**src/rtl/lcd_bus_arbiter.sv**
```systemverilog
// -----------------------------------------------------------------------------
// lcd_bus_arbiter
//
// Shares one write-only HD44780-style LCD bus between two clients. A request
// seen in IDLE is granted round-robin; the winner's rs/data are latched onto
// the bus, then the enable strobe is sequenced (setup, E-high, hold) and the
// controller waits for the LCD to execute the instruction before signalling
// completion with a one-cycle done pulse.
//
// Ports
//   clk            : single clock, rising edge
//   rst            : synchronous reset, active low
//   req0/req1      : write request from client 0/1 (sampled only in IDLE)
//   rs0/rs1        : register select of the request (0 = command, 1 = data)
//   data0/data1    : byte to write
//   gnt0/gnt1      : client owns the bus (first SETUP cycle through DONE)
//   done0/done1    : one-cycle completion pulse for the owning client
//   lcd_e          : LCD enable strobe
//   lcd_rs         : LCD register select
//   lcd_rw         : LCD read/write, constant 0 (write-only)
//   lcd_db         : LCD data bus
//   busy           : high whenever the controller is not IDLE
// -----------------------------------------------------------------------------
module lcd_bus_arbiter #(
    parameter int SETUP_CYC     = 2,
    parameter int E_HIGH_CYC    = 12,
    parameter int HOLD_CYC      = 2,
    parameter int WAIT_DATA_CYC = 2000,
    parameter int WAIT_CLR_CYC  = 82000
) (
    input  logic       clk,
    input  logic       rst,
    input  logic       req0,
    input  logic       req1,
    input  logic       rs0,
    input  logic       rs1,
    input  logic [7:0] data0,
    input  logic [7:0] data1,
    output logic       gnt0,
    output logic       gnt1,
    output logic       done0,
    output logic       done1,
    output logic       lcd_e,
    output logic       lcd_rs,
    output logic       lcd_rw,
    output logic [7:0] lcd_db,
    output logic       busy
);

    localparam int CNT_W = 17;

    // Counter reload values: each timed state runs until the counter hits 0,
    // so a state lasting K cycles is loaded with K-1.
    localparam logic [CNT_W-1:0] SETUP_LD = CNT_W'(SETUP_CYC - 1);
    localparam logic [CNT_W-1:0] E_LD     = CNT_W'(E_HIGH_CYC - 1);
    localparam logic [CNT_W-1:0] HOLD_LD  = CNT_W'(HOLD_CYC - 1);
    localparam logic [CNT_W-1:0] DATA_LD  = CNT_W'(WAIT_DATA_CYC - 1);
    localparam logic [CNT_W-1:0] CLR_LD   = CNT_W'(WAIT_CLR_CYC - 1);

    typedef enum logic [2:0] {
        IDLE,
        SETUP,
        STROBE,
        HOLD,
        WAIT,
        DONE
    } state_t;

    state_t           state;
    logic [CNT_W-1:0] cnt;
    logic             last1;     // 1 = client 1 was served last
    logic             pick1;     // arbitration result for this cycle
    logic             clear_cmd; // latched byte is clear display / return home

    // Client 1 wins when it is the only requester, or on a tie when client 0
    // was served last.
    assign pick1 = req1 & (~req0 | ~last1);

    // Clear (0x01) and return home (0x02/0x03) need the long execution wait.
    assign clear_cmd = ~lcd_rs & (lcd_db[7:2] == 6'd0);

    assign lcd_rw = 1'b0;

    // NOTE: every register here, including the bus latches, is cleared by the
    // synchronous reset so an interrupted transaction leaves no trace; all
    // state updates use non-blocking assignments so the case arms read the
    // pre-edge values consistently.
    always_ff @(posedge clk) begin
        if (!rst) begin
            state  <= IDLE;
            cnt    <= '0;
            last1  <= 1'b1;
            gnt0   <= 1'b0;
            gnt1   <= 1'b0;
            done0  <= 1'b0;
            done1  <= 1'b0;
            lcd_e  <= 1'b0;
            lcd_rs <= 1'b0;
            lcd_db <= 8'h00;
            busy   <= 1'b0;
        end else begin
            unique case (state)
                IDLE: begin
                    if (req0 || req1) begin
                        state  <= SETUP;
                        cnt    <= SETUP_LD;
                        busy   <= 1'b1;
                        gnt0   <= ~pick1;
                        gnt1   <= pick1;
                        last1  <= pick1;
                        lcd_rs <= pick1 ? rs1 : rs0;
                        lcd_db <= pick1 ? data1 : data0;
                    end
                end

                SETUP: begin
                    if (cnt == '0) begin
                        state <= STROBE;
                        cnt   <= E_LD;
                        lcd_e <= 1'b1;
                    end else begin
                        cnt <= cnt - 1'b1;
                    end
                end

                STROBE: begin
                    if (cnt == '0) begin
                        state <= HOLD;
                        cnt   <= HOLD_LD;
                        lcd_e <= 1'b0;
                    end else begin
                        cnt <= cnt - 1'b1;
                    end
                end

                HOLD: begin
                    if (cnt == '0) begin
                        state <= WAIT;
                        cnt   <= clear_cmd ? CLR_LD : DATA_LD;
                    end else begin
                        cnt <= cnt - 1'b1;
                    end
                end

                WAIT: begin
                    if (cnt == '0) begin
                        state <= DONE;
                        done0 <= gnt0;
                        done1 <= gnt1;
                    end else begin
                        cnt <= cnt - 1'b1;
                    end
                end

                DONE: begin
                    // Release the bus; lcd_rs/lcd_db keep their last values.
                    state <= IDLE;
                    done0 <= 1'b0;
                    done1 <= 1'b0;
                    gnt0  <= 1'b0;
                    gnt1  <= 1'b0;
                    busy  <= 1'b0;
                end

                default: begin
                    state <= IDLE;
                end
            endcase
        end
    end

endmodule

```
**config.mk**
```make
export PLATFORM = sky130hd
export DESIGN_NAME = lcd_bus_arbiter
export DESIGN_NICKNAME = d
export VERILOG_FILES = /design/src/rtl/lcd_bus_arbiter.sv
export SDC_FILE = /design/constraint.sdc
export NUM_CORES = 1
export LEC_CHECK = 0
export BUFFER_PORTS_ARGS = -buffer_cell sky130_fd_sc_hd__buf_2
export CORE_UTILIZATION = 50
export DETAILED_ROUTE_END_ITERATION = 7
export PLACE_DENSITY = 0.86
export SYNTH_ARGS = -nofsm -noshare
export SYNTH_HDL_FRONTEND = slang
export SYNTH_SLANG_ARGS = --single-unit
```
**constraint.sdc**
```tcl
create_clock -name clk -period 1.9 [get_ports clk]
set_input_delay 0.285 -clock clk [delete_from_list [all_inputs] [get_ports clk]]
set_output_delay 0.285 -clock clk [all_outputs]
set_load 0.05 [all_outputs]
```
Word-level counts from Yosys, hierarchy flattened
Cells that the tools add are included.

Input port bits: 22. Flip-flop bits (word level): 36. Output and inout bits: 16.

Bitwise gates (word level): 7. Add/sub/neg operators: 1. Equal/unequal tests: 11. Muxes and demuxes: 28. Reduce and logical (&&, ||, !) cells: 14.

Operators with widths (number): 17-bit two-way mux (6); 17-bit one-hot mux with 5 select lines (1); 17-bit zero test (1); 17-bit by 1-bit subtractor with 17-bit output, second input constant (1); 3-bit two-way mux (5); 3-bit one-hot mux with 5 select lines (1); 2-bit != test, second input constant (6); 1-bit one-hot mux with 2 select lines (6); 1-bit two-way mux (8); 8-bit two-way mux (1); 3-bit by 2-bit == test with 1-bit output, second input constant (2); 3-bit == test, second input constant (2); 6-bit zero test (1); 2-bit AND reduction (3); 3-bit AND reduction (2); 2-bit nonzero test (3); 5-bit AND reduction (1); 5-bit nonzero test (1); 1-bit NOT (4); 3-bit by 1-bit == test with 1-bit output, second input constant (1); 3-bit zero test (1); 1-bit bitwise AND (2); 1-bit logical OR (1); 1-bit OR (1).

Logic depth before layout (Yosys ltp)
Word-level depth: 6. Depth in mapped cells: 8. Depth with buffers taken out: 7.

Worst setup path before layout
OpenSTA, ideal clock, no wires.

Path kind: reg2reg. Start: register cnt[0]. End: register cnt[5]. Period minus slack after synthesis: 1892 ps. Path buffers: 0. Setup slack: 8 ps. Cell stages (with the launch flop): 8. Data arrival time: 1822 ps. Required time: 1830 ps. Cells stage by stage: dfxtp_1 > inv_1 > ha_1 > nor4b_2 > and4_4 > o22a_4 > or4_1 > a21oi_1.

Cells in the longest elaborated chain, start to end: 3.

RTL lines: from (decl) (RTL line 70) `logic [CNT_W-1:0] cnt;`; from (signal assigned) (RTL line 122) `cnt <= cnt - 1'b1;`; from (signal assigned) (RTL line 132) `cnt <= cnt - 1'b1;`; from (signal assigned) (RTL line 139) `cnt <= clear_cmd ? CLR_LD : DATA_LD;`; 17-bit by 1-bit subtractor with 17-bit output or 17-bit zero test (tied branches); 17-bit two-way mux (tied with other cells) (RTL line 146) `if (cnt == '0) begin`; 17-bit one-hot mux with 5 select lines or 3-bit AND reduction (tied branches).

Several ways; a longest one is shown, not always the timed one. The select of a mux whose other input is x is not followed. A chain may end at the register's enable or synchronous reset.

Worst setup path after layout
Start: register cnt[0]. End: register cnt[7].

The elaborated chain is that of the path after synthesis.

==> results.yml <==
synth:
  ys_warn_count: 0
  syn_inst: 245
  syn_avg_cell_area_um2: 8.401
  synth_flop_cell: "dfxtp_1"
  synthArstFlopShare_pct: 0
  synth_edf_count: 0
  syn_area_um2: 2058
  syn_nets: 269
  yosysSeqAreaShare_pct: 35.02
  synth_cell_type_count: 58
  ys_ff_latch: 36
critical_path:
  worstSetupPathType: "register to register"
  cp_max_fo: 4
  startpoint_type: "register"
  required_ps: 2100
  critPathArrivalTime_ps: 2190
  cp-end-kind: "register"
floorplan:
  start_util_pct: 54.18
  dieHeight_um: 66.16
  core_um2: 3799
  ioPinCount: 38
  design.die.area_um2: 4377
  row_count: 22
  chipWidth_um: 66.16
sta:
  fin_skew_ps: 7.008
  relSlewSlack_pct: 63.30
  timing.hold.ws_ps: 221.4
  slew_violations: 0
  fin_crit_ps: 1991
  worst_pin_slew_ps: 546.0
  finalWorstSetupSlack_ps: -91.46
  tns_ps: -211.4
  hold_viol: 0
  post-route-period-util_pct: 104.8
  setup_viol: 10
  fmax_mhz: 502.1
  rsz0062_at_grt: "yes"
finish:
  final_cell_mix: "46 x buf_4, 36 x buf_2, 32 x dfxtp_1"
  nNetsFinal: 345
  drive_gt1_share_pct: 41.93
  layout_commonest_cell: "buf_4"
  num_antenna_cells: 0
  area_growth_pct: 37.69
routing:
  wire_per_inst_um: 17.28
  routed_wl_mm: 6.392
  drc: 0
  vias: 2375
  dr.pass1.iters: 5
  drt-initial-drc-count: 229
  final_antenna_net_count: 0
  viasPerCell: 6.419
run_status:
  violations: "negative setup slack"
  status: "complete, but fails checks"
global_route:
  overflow: 0
  track_usage_pct: 29.08
  grt_pass1_wl_mm: 9.660
  antenna_found_initial: 0
  grt_pass1_vias: 2170
  grt_max_degree: 16
cts:
  ctsHoldBuffers: 0
  path_clk_slew_ps: 80
  cts_buffer_depth: 2
  insertion_delay_ps: 300
  numCtsBuffers: 5
  cts_tree: "yes"
  htree_levels: 2
  numClockSinks: 36
  cts-root-buf: "clkbuf_8"
min_path:
  hold_path.class: "input pin to register"
place:
  globalplace.congestion: 0.9197
  dpl.hpwl_mm: 4.244
  dp_slack_ps: -74.85
  port_buffers: 36
run:
  max_cap_violations: 0
Yosys cell counts (2+ instances only):
master,instances,area share (%)
nor2_1,24,4.4
a21o_1,2,0.73
clkbuf_1,9,1.6
or3b_1,2,0.85
nand2b_1,3,0.91
dfxtp_1,36,35
inv_1,9,1.6
nor4_1,5,1.5
o21ai_1,2,0.49
a211oi_1,3,1.1
a21oi_1,18,4.4
a222oi_1,9,4.4
o2111ai_1,2,0.85
nor4_4,2,2.1
o21a_1,4,1.5
or3_1,4,1.2
or4_1,3,1.1
buf_4,2,0.73
nor2b_1,2,0.61
nand2_1,16,2.9
nand4_1,3,0.91
a31oi_1,3,0.91
nor3_1,9,2.2
xor2_1,3,1.3
a22oi_1,2,0.73
buf_2,5,1.2
ha_1,2,1.2
nor4_2,2,1.2
o41ai_1,4,1.7
xnor2_1,3,1.3
o211ai_1,6,2.2
o21ai_0,9,2.2
o2bb2ai_1,4,1.7
nand3_1,9,2.2
routing by layer:
metal / GRT usage (%) / part of all wire [%] / wire (um)
met2: 49.74 / 50 / 3174
met1: 35.88 / 39 / 2493
met3: 5.690 / 7.9 / 505
met4: 10.64 / 3.4 / 218
met5: 0 / 0 / 0
metrics by stage:
step / util [%] / area [um^2] / instances
2_1_floorplan: - / 2058 / 245
3_3_place_gp: 67.16 / 2551 / 357
3_5_place_dp: 67.16 / 2551 / 357
4_1_cts: 70.32 / 2671 / 365
5_1_grt: 74.60 / 2834 / 370
6_report: 74.60 / 2834 / 370
sequential cells by signal, indices dropped and copies added (netlist names):
signal,count
lcd_rs,1
lcd_e,1
busy,1
done1,1
lcd_db,8
done0,1
gnt1,1
last1,1
cnt,17
state,3
gnt0,1
cell families after synthesis:
group | Yosys count | share of synthesized area, %
buffers and inverters | 26 | 5.774
XOR/XNOR | 6 | 2.554
other | 1 | 0.1822
flip-flops | 36 | 35.02
adder cells (fa/ha/maj) | 2 | 1.216
AND/OR/NAND/NOR | 93 | 26.08
AO/OA/AOI/OAI | 81 | 29.18
worst max-delay path: stages, from the launching register on:
cell	delay [ps]
dfxtp_2	330
inv_2	80
ha_4	120
nor4b_4	310
and4_4	320
nand2_1	90
or3_4	420
a31oi_1	220
area by class of cell:
class	instances	area, um^2
clock buffer	5	68.82
clock inverter	3	23.77
fill	268	964.7
inverter	9	33.78
multi-input combinational	183	1351
sequential	36	725.7
tap	48	60.06
timing repair buffer	86	570.5
repair_timing:
action | 4_1_cts | 5_1_grt
gates cloned | 0 | 0
endpoints found under the setup margin | 15 | 29
resized for setup | 5 | 34
pin swaps | 1 | 10
setup buffers | 0 | 5
worst paths after layout:
kind	from	to	slack (ps)	depth (start not counted)
worst min register to register	busy	busy	470	2
worst max-delay path	cnt[0]	cnt[7]	-90	7
worst max register to register	cnt[0]	cnt[7]	-90	7
worst min-delay path	data1[7]	lcd_db[7]	220	3
Power is not shown: default switching activity piles up to over one toggle a cycle in this logic, so the estimate is an artifact.
